`src/rtl/lbp_engine.sv`:
```
// rtl/lbp_engine.sv - 3x3 local binary pattern engine with streaming pixel reads and result writes
module lbp_engine #(
    parameter int IMG_W       = 128,
    parameter int IMG_H       = 128,
    parameter int DATA_W      = 8,
    parameter int ADDR_W      = 14,
    parameter int BORDER_ZERO = 0
) (
    input  logic              clk,
    input  logic              reset,
    input  logic              start,
    input  logic              mode,
    input  logic [DATA_W-1:0] thresh,
    output logic              gray_req,
    output logic [ADDR_W-1:0] gray_addr,
    input  logic              gray_ready,
    input  logic [DATA_W-1:0] gray_data,
    output logic              lbp_valid,
    input  logic              lbp_ready,
    output logic [ADDR_W-1:0] lbp_addr,
    output logic [7:0]        lbp_data,
    output logic              busy,
    output logic              finish
);
    typedef enum logic [2:0] {IDLE, FETCH, CALC, WRITE, DONE} state_t;

    localparam logic [ADDR_W-1:0] ONE_A     = ADDR_W'(1);
    localparam logic [ADDR_W-1:0] TWO_A     = ADDR_W'(2);
    localparam logic [ADDR_W-1:0] THREE_A   = ADDR_W'(3);
    localparam logic [ADDR_W-1:0] W_A       = ADDR_W'(IMG_W);
    localparam logic [ADDR_W-1:0] W2_A      = ADDR_W'(2 * IMG_W);
    localparam logic [ADDR_W-1:0] LAST_COL  = ADDR_W'(IMG_W - 2);
    localparam logic [ADDR_W-1:0] LAST_ROW  = ADDR_W'(IMG_H - 2);
    localparam logic [ADDR_W-1:0] EDGE_COL  = ADDR_W'(IMG_W - 1);
    localparam logic [ADDR_W-1:0] EDGE_ROW  = ADDR_W'(IMG_H - 1);
    localparam logic [ADDR_W-1:0] LAST_ADDR = ADDR_W'(IMG_W * IMG_H - 1);

    state_t state, state_nx;

    // win[r*3+c] holds the 3x3 window; win[4] is the center pixel
    logic [DATA_W-1:0] win [9];
    logic [ADDR_W-1:0] row, col, ca, brow, bcol;
    logic [ADDR_W-1:0] row_off, col_off;
    logic [3:0]        rd_idx, pend_slot, slot;
    logic              first, rd_done, pend, border_ph, mode_l;
    logic [DATA_W-1:0] thresh_l;
    logic [DATA_W:0]   thr;
    logic [7:0]        code;
    logic              accept, last_read, xfer, last_center, start_ok, mid_row;

    assign start_ok    = start && (state == IDLE || state == DONE);
    assign gray_req    = (state == FETCH) && !rd_done;
    assign accept      = gray_req && gray_ready;
    assign lbp_valid   = (state == WRITE);
    assign xfer        = lbp_valid && lbp_ready;
    assign busy        = (state == FETCH) || (state == CALC) || (state == WRITE);
    assign finish      = (state == DONE);
    assign slot        = first ? rd_idx : (rd_idx * 4'd3 + 4'd2);
    assign last_read   = first ? (rd_idx == 4'd8) : (rd_idx == 4'd2);
    assign last_center = (row == LAST_ROW) && (col == LAST_COL);
    assign mid_row     = (brow != '0) && (brow != EDGE_ROW);

    // Window slot to read address, relative to the top-left pixel of the window
    always_comb begin
        row_off = '0;
        col_off = '0;
        case (slot)
            4'd3, 4'd4, 4'd5: row_off = W_A;
            4'd6, 4'd7, 4'd8: row_off = W2_A;
            default:          row_off = '0;
        endcase
        case (slot)
            4'd1, 4'd4, 4'd7: col_off = ONE_A;
            4'd2, 4'd5, 4'd8: col_off = TWO_A;
            default:          col_off = '0;
        endcase
        gray_addr = gray_req ? (ca - W_A - ONE_A + row_off + col_off) : '0;
    end

    // LBP code; the threshold sum carries one extra bit so it never wraps
    always_comb begin
        thr     = {1'b0, win[4]} + (mode_l ? {1'b0, thresh_l} : '0);
        code    = '0;
        code[0] = ({1'b0, win[0]} >= thr);
        code[1] = ({1'b0, win[1]} >= thr);
        code[2] = ({1'b0, win[2]} >= thr);
        code[3] = ({1'b0, win[3]} >= thr);
        code[4] = ({1'b0, win[5]} >= thr);
        code[5] = ({1'b0, win[6]} >= thr);
        code[6] = ({1'b0, win[7]} >= thr);
        code[7] = ({1'b0, win[8]} >= thr);
    end

    // State register
    always_ff @(posedge clk or negedge reset) begin
        if (!reset) state <= IDLE;
        else        state <= state_nx;
    end

    // Next-state logic
    always_comb begin
        state_nx = state;
        case (state)
            IDLE:  if (start) state_nx = FETCH;
            FETCH: if (rd_done) state_nx = CALC;
            CALC:  state_nx = WRITE;
            WRITE: begin
                if (xfer) begin
                    if (border_ph) begin
                        if (lbp_addr == LAST_ADDR) state_nx = DONE;
                    end else if (last_center) begin
                        if (BORDER_ZERO == 0) state_nx = DONE;
                    end else begin
                        state_nx = FETCH;
                    end
                end
            end
            DONE:  if (start) state_nx = FETCH;
            default: state_nx = IDLE;
        endcase
    end

    // Datapath: window fill/shift, center and border address walk, result registers
    always_ff @(posedge clk or negedge reset) begin
        if (!reset) begin
            for (int i = 0; i < 9; i++) win[i] <= '0;
            row <= '0; col <= '0; ca <= '0; brow <= '0; bcol <= '0;
            rd_idx <= '0; pend_slot <= '0; first <= 1'b0; rd_done <= 1'b0;
            pend <= 1'b0; border_ph <= 1'b0; mode_l <= 1'b0; thresh_l <= '0;
            lbp_addr <= '0; lbp_data <= '0;
        end else if (start_ok) begin
            mode_l <= mode; thresh_l <= thresh;
            row <= ONE_A; col <= ONE_A; ca <= W_A + ONE_A;
            first <= 1'b1; rd_idx <= '0; rd_done <= 1'b0; pend <= 1'b0;
            border_ph <= 1'b0;
        end else begin
            if (state == FETCH) begin
                if (pend) win[pend_slot] <= gray_data;
                pend <= accept;
                if (accept) begin
                    pend_slot <= slot;
                    rd_idx    <= rd_idx + 4'd1;
                    if (last_read) rd_done <= 1'b1;
                end
            end
            if (state == CALC) begin
                lbp_data <= code;
                lbp_addr <= ca;
            end
            if (xfer) begin
                if (border_ph) begin
                    if (mid_row && bcol == '0) begin
                        bcol     <= EDGE_COL;
                        lbp_addr <= lbp_addr + EDGE_COL;
                    end else begin
                        lbp_addr <= lbp_addr + ONE_A;
                        if (bcol == EDGE_COL) begin
                            bcol <= '0;
                            brow <= brow + ONE_A;
                        end else begin
                            bcol <= bcol + ONE_A;
                        end
                    end
                end else if (last_center) begin
                    if (BORDER_ZERO != 0) begin
                        border_ph <= 1'b1;
                        brow <= '0; bcol <= '0;
                        lbp_addr <= '0; lbp_data <= '0;
                    end
                end else begin
                    rd_idx <= '0; rd_done <= 1'b0; pend <= 1'b0;
                    if (col == LAST_COL) begin
                        row <= row + ONE_A; col <= ONE_A;
                        ca <= ca + THREE_A; first <= 1'b1;
                    end else begin
                        col <= col + ONE_A; ca <= ca + ONE_A; first <= 1'b0;
                        win[0] <= win[1]; win[1] <= win[2];
                        win[3] <= win[4]; win[4] <= win[5];
                        win[6] <= win[7]; win[7] <= win[8];
                    end
                end
            end
        end
    end
endmodule

```
`config.mk`:
```
export PLATFORM = sky130hd
export DESIGN_NAME = lbp_engine
export DESIGN_NICKNAME = d
export VERILOG_FILES = /design/src/rtl/lbp_engine.sv
export SDC_FILE = /design/constraint.sdc
export NUM_CORES = 1
export LEC_CHECK = 0
export CORE_MARGIN = 2
export CORE_UTILIZATION = 60
export DETAILED_ROUTE_END_ITERATION = 12
export PLACE_DENSITY = 0.78
export SLEW_MARGIN = 20
export SYNTH_ARGS = -nofsm -noshare
export SYNTH_HDL_FRONTEND = slang
export SYNTH_SLANG_ARGS = --single-unit
```
`constraint.sdc`:
```
create_clock -name clk -period 5.15 [get_ports clk]
set_input_delay 1.03 -clock clk [delete_from_list [all_inputs] [get_ports clk]]
set_output_delay 1.03 -clock clk [all_outputs]
set_load 0.005 [all_outputs]
```
* After elaboration in Yosys (flattened, before gate mapping)
Cells that the tools add are included.
** Word-level totals
- Output and inout bits :: 40
- Bits of input ports :: 22
- Register bits :: 159
- Logic and storage cells :: 146
** Operators by class
- Equal/unequal tests :: 20
- Mux-type cells :: 56
- Add/sub/neg operators :: 11
- Multiply operators :: 1
- Bitwise operators :: 2
- Reduce and logical (&&, ||, !) cells :: 24
- $lt $le $gt $ge :: 10
** Operator list (count)
- 2-to-1 mux 14 bit :: 13
- 2-to-1 mux 16 bit :: 9
- 2-to-1 mux 72 bit :: 2
- bitwise mux 72 bit :: 1
- greater-or-equal comparator 8 x 9 -> 1 bit :: 8
- adder 14 x 1 -> 14 bit, second input constant :: 3
- demux 8 bit (select 4 bit) :: 1
- adder 14 bit :: 2
- == test 14 x 7 -> 1 bit, second input constant :: 2
- 2-to-1 mux 4 bit :: 6
- one-hot mux 9 bit (2 select lines) :: 1
- == test 4 x 3 -> 1 bit, second input constant :: 4
- 2-to-1 mux 8 bit :: 2
- 2-to-1 mux 1 bit :: 15
- adder 14 x 2 -> 14 bit, second input constant :: 1
- subtractor 14 x 1 -> 14 bit, second input constant :: 1
- subtractor 14 x 8 -> 14 bit, second input constant :: 1
- == test 4 x 2 -> 1 bit, second input constant :: 3
- 2-to-1 mux 3 bit :: 4
- one-hot mux 3 bit (4 select lines) :: 1
- AND reduction 3 bit :: 4
- OR reduction 3 bit :: 4
- adder 8 x 8 -> 9 bit :: 1
- == test 4 bit, second input constant :: 2
- other kinds (21) :: 33

* Depth between registers and ports, before layout
Gate-level depths: netlist of run 1.
- Depth in word-level cells :: 11
- Gate-level depth with buffers :: 20
- Gate-level depth less buffers :: 20

* Worst setup path after synthesis of run 1
No wires, ideal clock.
- Path type :: flip-flop to output port
- From :: reg rd_idx[0]
- To :: out gray_addr[13]
- Arrival :: 3.872 ns
- Stages on the path, launching flop included :: 21
- Path slack :: 0.248 ns
- Buffers on the path :: 0
- Cell sequence :: dfrtp_1 -> inv_1 -> ha_1 -> inv_1 -> ha_1 -> xor2_1 -> xnor2_1 -> nor2_1 -> xnor2_1 -> xnor2_1 -> a32oi_1 -> ha_1 -> inv_1 -> ha_1 -> fa_1 -> a211oi_1 -> o21bai_1 -> a31oi_1 -> o21ai_0 -> xnor2_1 -> nor2_1
** On the way
- Longest elaborated chain between the ends :: 9
** Ends and longest elaborated chain
- start: declaration :: RTL line 44 : logic [3:0] rd_idx, pend_slot, slot;
- start signal: assignment :: RTL line 142 : rd_idx <= rd_idx + 4'd1;
- multiplier 4 x 2 -> 4 bit :: RTL line 58 : assign slot = first ? rd_idx : (rd_idx * 4'd3 + 4'd2);
- adder 4 x 2 -> 4 bit :: RTL line 58
- 2-to-1 mux 4 bit (*) :: RTL line 58
- == test 4 bit (tied with other cells) :: RTL line 67, 72
- OR reduction 3 bit :: RTL line 67 : case (slot)
- one-hot mux 9 bit (2 select lines) :: RTL line 67
- adder 14 bit :: RTL line 77 : gray_addr = gray_req ? (ca - W_A - ONE_A + row_off + col_off) : '0;
- adder 14 bit (*) :: RTL line 77
- 2-to-1 mux 14 bit (*) :: RTL line 77
- end: declaration :: RTL line 15 : output logic [ADDR_W-1:0] gray_addr,
Every way passes the cells marked *; elsewhere a longest branch is shown, timed or not.

* Worst setup path in the final report of run 1
- From :: reg rd_idx[1]
- To :: out gray_addr[12]
The elaborated chain is that of the path after synthesis.

==> results of run 1 <==
## path summary, 6_finish.rpt
kind	to	slack [ns]	from	cells after the start
worst min register to register	thresh_l[4]$_DFFE_PN0P_	0.47	thresh_l[4]$_DFFE_PN0P_	2
worst max register to register	lbp_data[0]$_DFFE_PN0P_	1.48	mode_l$_DFFE_PN0P_	14
min in group asynchronous	win[19]$_DFFE_PN0N_	0.68	reset	1
worst min-delay path	thresh_l[4]$_DFFE_PN0P_	0.47	thresh_l[4]$_DFFE_PN0P_	2
worst max-delay path	gray_addr[12]	-0.19	rd_idx[1]$_DFF_PN0_	17
max in group asynchronous	ca[8]$_DFFE_PN0P_	3.47	reset	2
## cells in the mapped netlist (all sizes together), types with 2 or more instances
library cell	n
dfrtp	159
nand2	148
ha	107
nor2	95
o21ai	61
a21oi	46
o221a	42
inv	40
xor2	27
mux2	25
xnor2	22
nand2b	16
nand3	15
buf	14
clkbuf	14
and2	13
a211oi	12
and3	11
nand4	10
nor3	10
or3	9
o31a	8
a221oi	6
o21a	6
a21o	5
o2111ai	5
and4	4
fa	3
mux2i	3
a31oi	2
nor2b	2
nor4	2
nor4b	2
o211ai	2
o21bai	2
o22ai	2
or2	2
or4	2
or4b	2
## cell type report
type	instances	area (um^2)	area share [%]
clock inverters	15	176.4	1.578
inverters	41	158.9	1.421
well taps	216	270.3	2.417
multi-input cells	743	5391	48.21
flip-flops and latches	159	3979	35.58
repair buffers	87	782.0	6.993
clock buffers	17	425.4	3.804
## power breakdown
part           total (mW)  internal (mW)  switching (mW)
clock network        1.30          0.731           0.571
registers            2.06           1.68           0.376
logic                5.33           2.63            2.69
total                8.69           5.05            3.64
## critical path, stage by stage (launching register included)
cell and delay, ns:
dfrtp_1 0.41, ha_1 0.29, ha_2 0.18, xor2_2 0.15, xnor2_1 0.16, nor2_1 0.09
xnor2_2 0.22, buf_4 0.19, o211a_1 0.14, ha_1 0.24, ha_1 0.21, or3_1 0.38
o32a_1 0.38, buf_4 0.15, a311o_1 0.31, xnor2_1 0.16, nor2_1 0.06, buf_2 0.15
## logic make-up (layout without fill, tap and decap cells)
| kind of cell | Yosys count | count (layout) | share of synthesized area [%] |
|---|---|---|---|
| AO/OA/AOI/OAI | 209 | 209 | 16.00 |
| XOR/XNOR | 49 | 49 | 4.496 |
| adder cells (fa/ha/maj) | 110 | 110 | 14.65 |
| buffers and inverters | 69 | 160 | 3.093 |
| flip-flops | 159 | 159 | 41.68 |
| multiplexers | 28 | 28 | 3.264 |
| AND/OR/NAND/NOR | 347 | 347 | 16.80 |
## repair_timing
| item | in CTS | in global routing |
|---|---|---|
| setup buffers | 4 | 2 |
| resized for setup | 47 | 10 |
| hold endpoints to repair | 0 | 0 |
| pin swaps | 26 | 13 |
| setup endpoints to repair | 10 | 11 |
## per-stage QoR
| stage | hold slack [ns] | power (mW) | cell area, um^2 | utilization [%] | setup slack, ns |
|---|---|---|---|---|---|
| after floorplan | 0.4374 | 5.219 | 9545 | - | 0.2484 |
| after detailed placement | 0.4545 | 6.954 | 10450 | 66.49 | -0.2138 |
| after CTS | 0.4710 | 8.496 | 11120 | 70.74 | -0.2064 |
| final | 0.4700 | 8.687 | 11180 | 71.17 | -0.1875 |
| after global placement | 0.4519 | 6.765 | 10450 | 66.49 | -0.1677 |
| after global routing | 0.5060 | 9.481 | 11180 | 71.17 | -0.3844 |
## routing by layer
metal  wire [um]  share of wire, %
met1        9784                43
met2       11370                50
met3         999               4.4
met4         513               2.3
met5           0                 0
==> impl_metrics.toml, run 1 <==
[grt]
grt.met1_usage_pct = 35.29
use_met2_pct = 48.54
grt_pass1_wl_mm = 37.69
antenna_found_initial = 0
grt.busiest_layer = "met2"
first_global_vias = 7603
overflow = 0
grt_use_met3_pct = 6.765
grt_max_degree = 91
track_usage_pct = 28.46

[clock_tree]
cts.sinks = 159
path_clk_slew_ns = 0.07
htreeDepth = 4
cts_tree = "yes"
clock_latency_ns = 0.44
cts_hold_buf = 0
numCtsBuffers = 17
root_buffer = "clkbuf_16"
cts_max_path_buffers = 2

[detailed_routing]
drc_errors = 0
via_per_inst = 5.869
wl_per_cell_um = 17.74
firstDrtPassIters = 6
drtAntennaViolNets = 0
route.vias.total = 7500
drt-initial-drc-count = 531
totalWireLength_mm = 22.67

[logic_synthesis]
synth_edf_count = 0
synth_top_area_share_pct = 41.68
async_reset_ff_share_pct = 100.0
syn_area_per_cell_um2 = 9.830
ys.flop_type = "dfrtp_1"
synth_cells = 971
synth_area_leaders = "dfrtp_1 42%, ha_1 14%, nand2_1 5.8%, o221a_2 4.8%, nor2_1 3.7%"
synth.distinct_cells = 69
syn-num-nets = 1103
ys_seq_area_share_pct = 41.68
ys_ff_latch = 159
yosys.area.top_type = "dfrtp_1"
yosys_warnings = 0
syn_area_mm2 = 0.009545

[power_and_ir_drop]
peakVddDrop_v = 0.001005
p_per_area_mw_per_mm2 = 776.8
leakagePower_nw = 5.088

[final_layout]
diodes = 0
fin_cells = 1278
fillers = 1115
drive_gt1_share_pct = 15.82
syn_to_final_growth_pct = 17.16
final_common_cell = "dfrtp_1"
nNetsFinal = 1181
most-common-layout-cells = "159 x dfrtp_1, 148 x nand2_1, 103 x ha_1"

[critical_path]
crit_arrival_ns = 4.31
critical_path_class = "register to primary output"
endpoint_kind = "primary output"
cp.required_ns = 4.12
worstSetupStartpointType = "register"
path_max_fanout = 6

[placement]
placed_cells = 1240
gp_congestion = 0.8571
dp_hpwl_mm = 15.63
port_buffers = 61

[sta]
period_minus_slack_ns = 5.337
max_slew_margin_pct = 39.06
setup_viol = 5
hold_viol_final = 0
post-route-period-util_pct = 103.6
worstMarginPinSlew_ns = 0.9076
tns_ns = -0.7026
setup_slack_ns = -0.1875
rsz0062_at_grt = "true"
finalClockSkew_ns = 0.01135
slew_viol_final = 0
clock.fmax_mhz = 187.4

[floorplanning]
start_util_pct = 60.75
rows = 46
die_h_um = 130.1
die-area_mm2 = 0.01693
die_x_um = 130.1
coreArea_mm2 = 0.01571
ios = 62

[run]
maxCapViolations = 0

[status]
status = "complete, but fails checks"
violations = "setup timing"

[hold_path]
hold_path_class = "register to register"
No activity file was read; power rests on OpenSTA's default activity.
==> run 2: changes to the inputs <==
clock period = 5 ns   (was 5.15 ns; I/O delays follow)
==> run 2 against run 1 <==
Effect of this change: the run still ends with setup timing left; sequential share of layout area decreased by 0.39 points; final cell count rose by 0.70%; hold slack got worse by 0.045 ns; sequential power up 3%; highest routed layer unchanged; final area increased by 1.1%; critical path depth is 6 higher; worst setup slack got worse by 0.16 ns; global-route usage is 0.22 points lower; routed wire length increased by 0.25%; first-iteration DRC count grew 9.0%; clock skew rose by 0.0033 ns; largest cell class unchanged; combinational power rose by 4.9%.
==> impl_metrics.toml, run 2 (same netlist as run 1, synthesis figures left out) <==
[critical_path]
crit_arrival_ns = 4.35
rr_startpoint = "mode_l$_DFFE_PN0P_"
cpMaxStageDelayCell = "dfrtp_1"
crit_chain = "inv_2 > ha_4 > inv_2 > ha_4 > xor2_1 > xnor2_1 > nor2_1 > xnor2_2 > xnor2_1 > a32oi_1 > ha_2 > inv_2 > ha_4 > fa_2 > a211oi_2 > o21bai_1 > a31oi_2 > buf_4 > buf_6 > o21ai_2 > xnor2_1 > nor2_1 > buf_2"
cp.required_ns = 4.00
critPathLaunch = "rd_idx[1]$_DFF_PN0_"
endpoint_kind = "primary output"
critPathBufInv = 6
critical_path_class = "register to primary output"
cp_top_family = "adder cells"
path_max_fanout = 4
critical_path.max_stage_delay_ns = 0.42
worstSetupStartpointType = "register"

[placement]
placed_cells = 1246
port_buffers = 61
dp_hpwl_mm = 15.71
gp_congestion = 0.8587
pre_cts_ws_ns = -0.4232

[sta]
rsz0062_at_grt = "true"
tns_ns = -1.599
clock.fmax_mhz = 186.9
setup_viol = 8
slew_viol_final = 0
worstMarginPinSlew_ns = 0.9190
post-route-period-util_pct = 107.0
max_slew_margin_pct = 38.29
finalClockSkew_ns = 0.01462
period_minus_slack_ns = 5.352
setup_slack_ns = -0.3516
hold_viol_final = 0
hold_slack_ns = 0.4252

[status]
status = "complete, but fails checks"
violations = "setup timing"

[grt]
overflow = 0
track_usage_pct = 28.25
first_global_vias = 7620
grt_pass1_wl_mm = 37.58
grt_max_degree = 108
antenna_found_initial = 0

[final_layout]
drive_gt1_share_pct = 17.46
diodes = 0
nNetsFinal = 1191
fin_cells = 1287
syn_to_final_growth_pct = 18.47
final_common_cell = "dfrtp_1"
fillers = 1149
most-common-layout-cells = "159 x dfrtp_1, 148 x nand2_1, 99 x ha_1"

[detailed_routing]
drt-initial-drc-count = 579
route.vias.total = 7591
drtAntennaViolNets = 0
firstDrtPassIters = 5
wl_per_cell_um = 17.66
via_per_inst = 5.898
drc_errors = 0
totalWireLength_mm = 22.72

[power_and_ir_drop]
p_per_area_mw_per_mm2 = 798.2
leakagePower_nw = 5.109
p_total_mw = 9.026
peakVddDrop_v = 0.0009483

[floorplanning]
start_util_pct = 60.75
die_x_um = 130.1
die_h_um = 130.1
coreArea_mm2 = 0.01571
ios = 62
die-area_mm2 = 0.01693
rows = 46

[clock_tree]
cts_hold_buf = 0
cts_tree = "yes"
cts_max_path_buffers = 2
path_clk_slew_ns = 0.07
htreeDepth = 4
root_buffer = "clkbuf_16"
cts.sinks = 159
numCtsBuffers = 17
clock_latency_ns = 0.44

[hold_path]
hold_path_class = "primary input to async pin"

[run]
maxCapViolations = 0
-- run 2: cell count changes in the layout (fill, tap and decap cells not counted), sizes merged --
cell,previous run,this run
dlygate4sd2,2,0
clkinv,7,5
clkinvlp,1,3
inv,46,43
buf,34,45
clkbuf,17,21
dlymetal6s2s,2,1
-- run 2: layout make-up --
type | count | area, um^2 | area share (%)
Inverter | 41 | 158.9 | 1.405
Clock buffer | 19 | 442.9 | 3.917
Tap cell | 216 | 270.3 | 2.390
Multi-Input combinational cell | 743 | 5456 | 48.25
Sequential cell | 159 | 3979 | 35.18
Timing Repair Buffer | 97 | 865.8 | 7.657
Clock inverter | 12 | 135.1 | 1.195
-- run 2: final timing paths --
| path | slack [ns] | cells past startpoint | to |
|---|---|---|---|
| max | -0.35 | 23 | gray_addr[13] |
| min | 0.43 | 1 | win[16]$_DFFE_PN0N_ |
| max reg2reg | 1.45 | 14 | lbp_data[0]$_DFFE_PN0P_ |
| min reg2reg | 0.47 | 2 | thresh_l[4]$_DFFE_PN0P_ |
| max in group asynchronous | 3.50 | 3 | win[37]$_DFFE_PN0N_ |
| min in group clk | 0.47 | 2 | thresh_l[4]$_DFFE_PN0P_ |
-- run 2: layer usage --
layer  vias to the layer above  track usage (%)  part of all wire [%]  wire length [um]
li1                       3651                -                     -                 -
met1                      3767            34.63                    43              9709
met2                       142            49.95                    52             11750
met3                        31            7.134                   4.2               951
met4                         0            7.147                   1.4               318
met5                         -                0                     0                 0
-- run 2: power breakdown --
group	total [mW]	internal [mW]	switching [mW]
Sequential	2.12	1.73	0.387
Combinational	5.59	2.81	2.78
Clock	1.31	0.750	0.563
-- run 2: timing repair --
action / CTS / global route
setup buffers: 5 / 4
hold endpoints to repair: 0 / 0
pin swaps: 23 / 18
resized for setup: 53 / 23
setup endpoints to repair: 12 / 12
-- run 2: through the flow --
step	util [%]	instance area (um^2)
global placement	66.78	10490
global route	71.97	11310
floorplan	-	9545
finish	71.97	11310
CTS	71.10	11170
detailed placement	66.78	10490
==> run 3: changes to the inputs <==
ABC_CLOCK_PERIOD_IN_PS = 5000   (was unset)
==> results of run 3 <==
The final DEF is identical to that of run 2; final timing and power are the same.
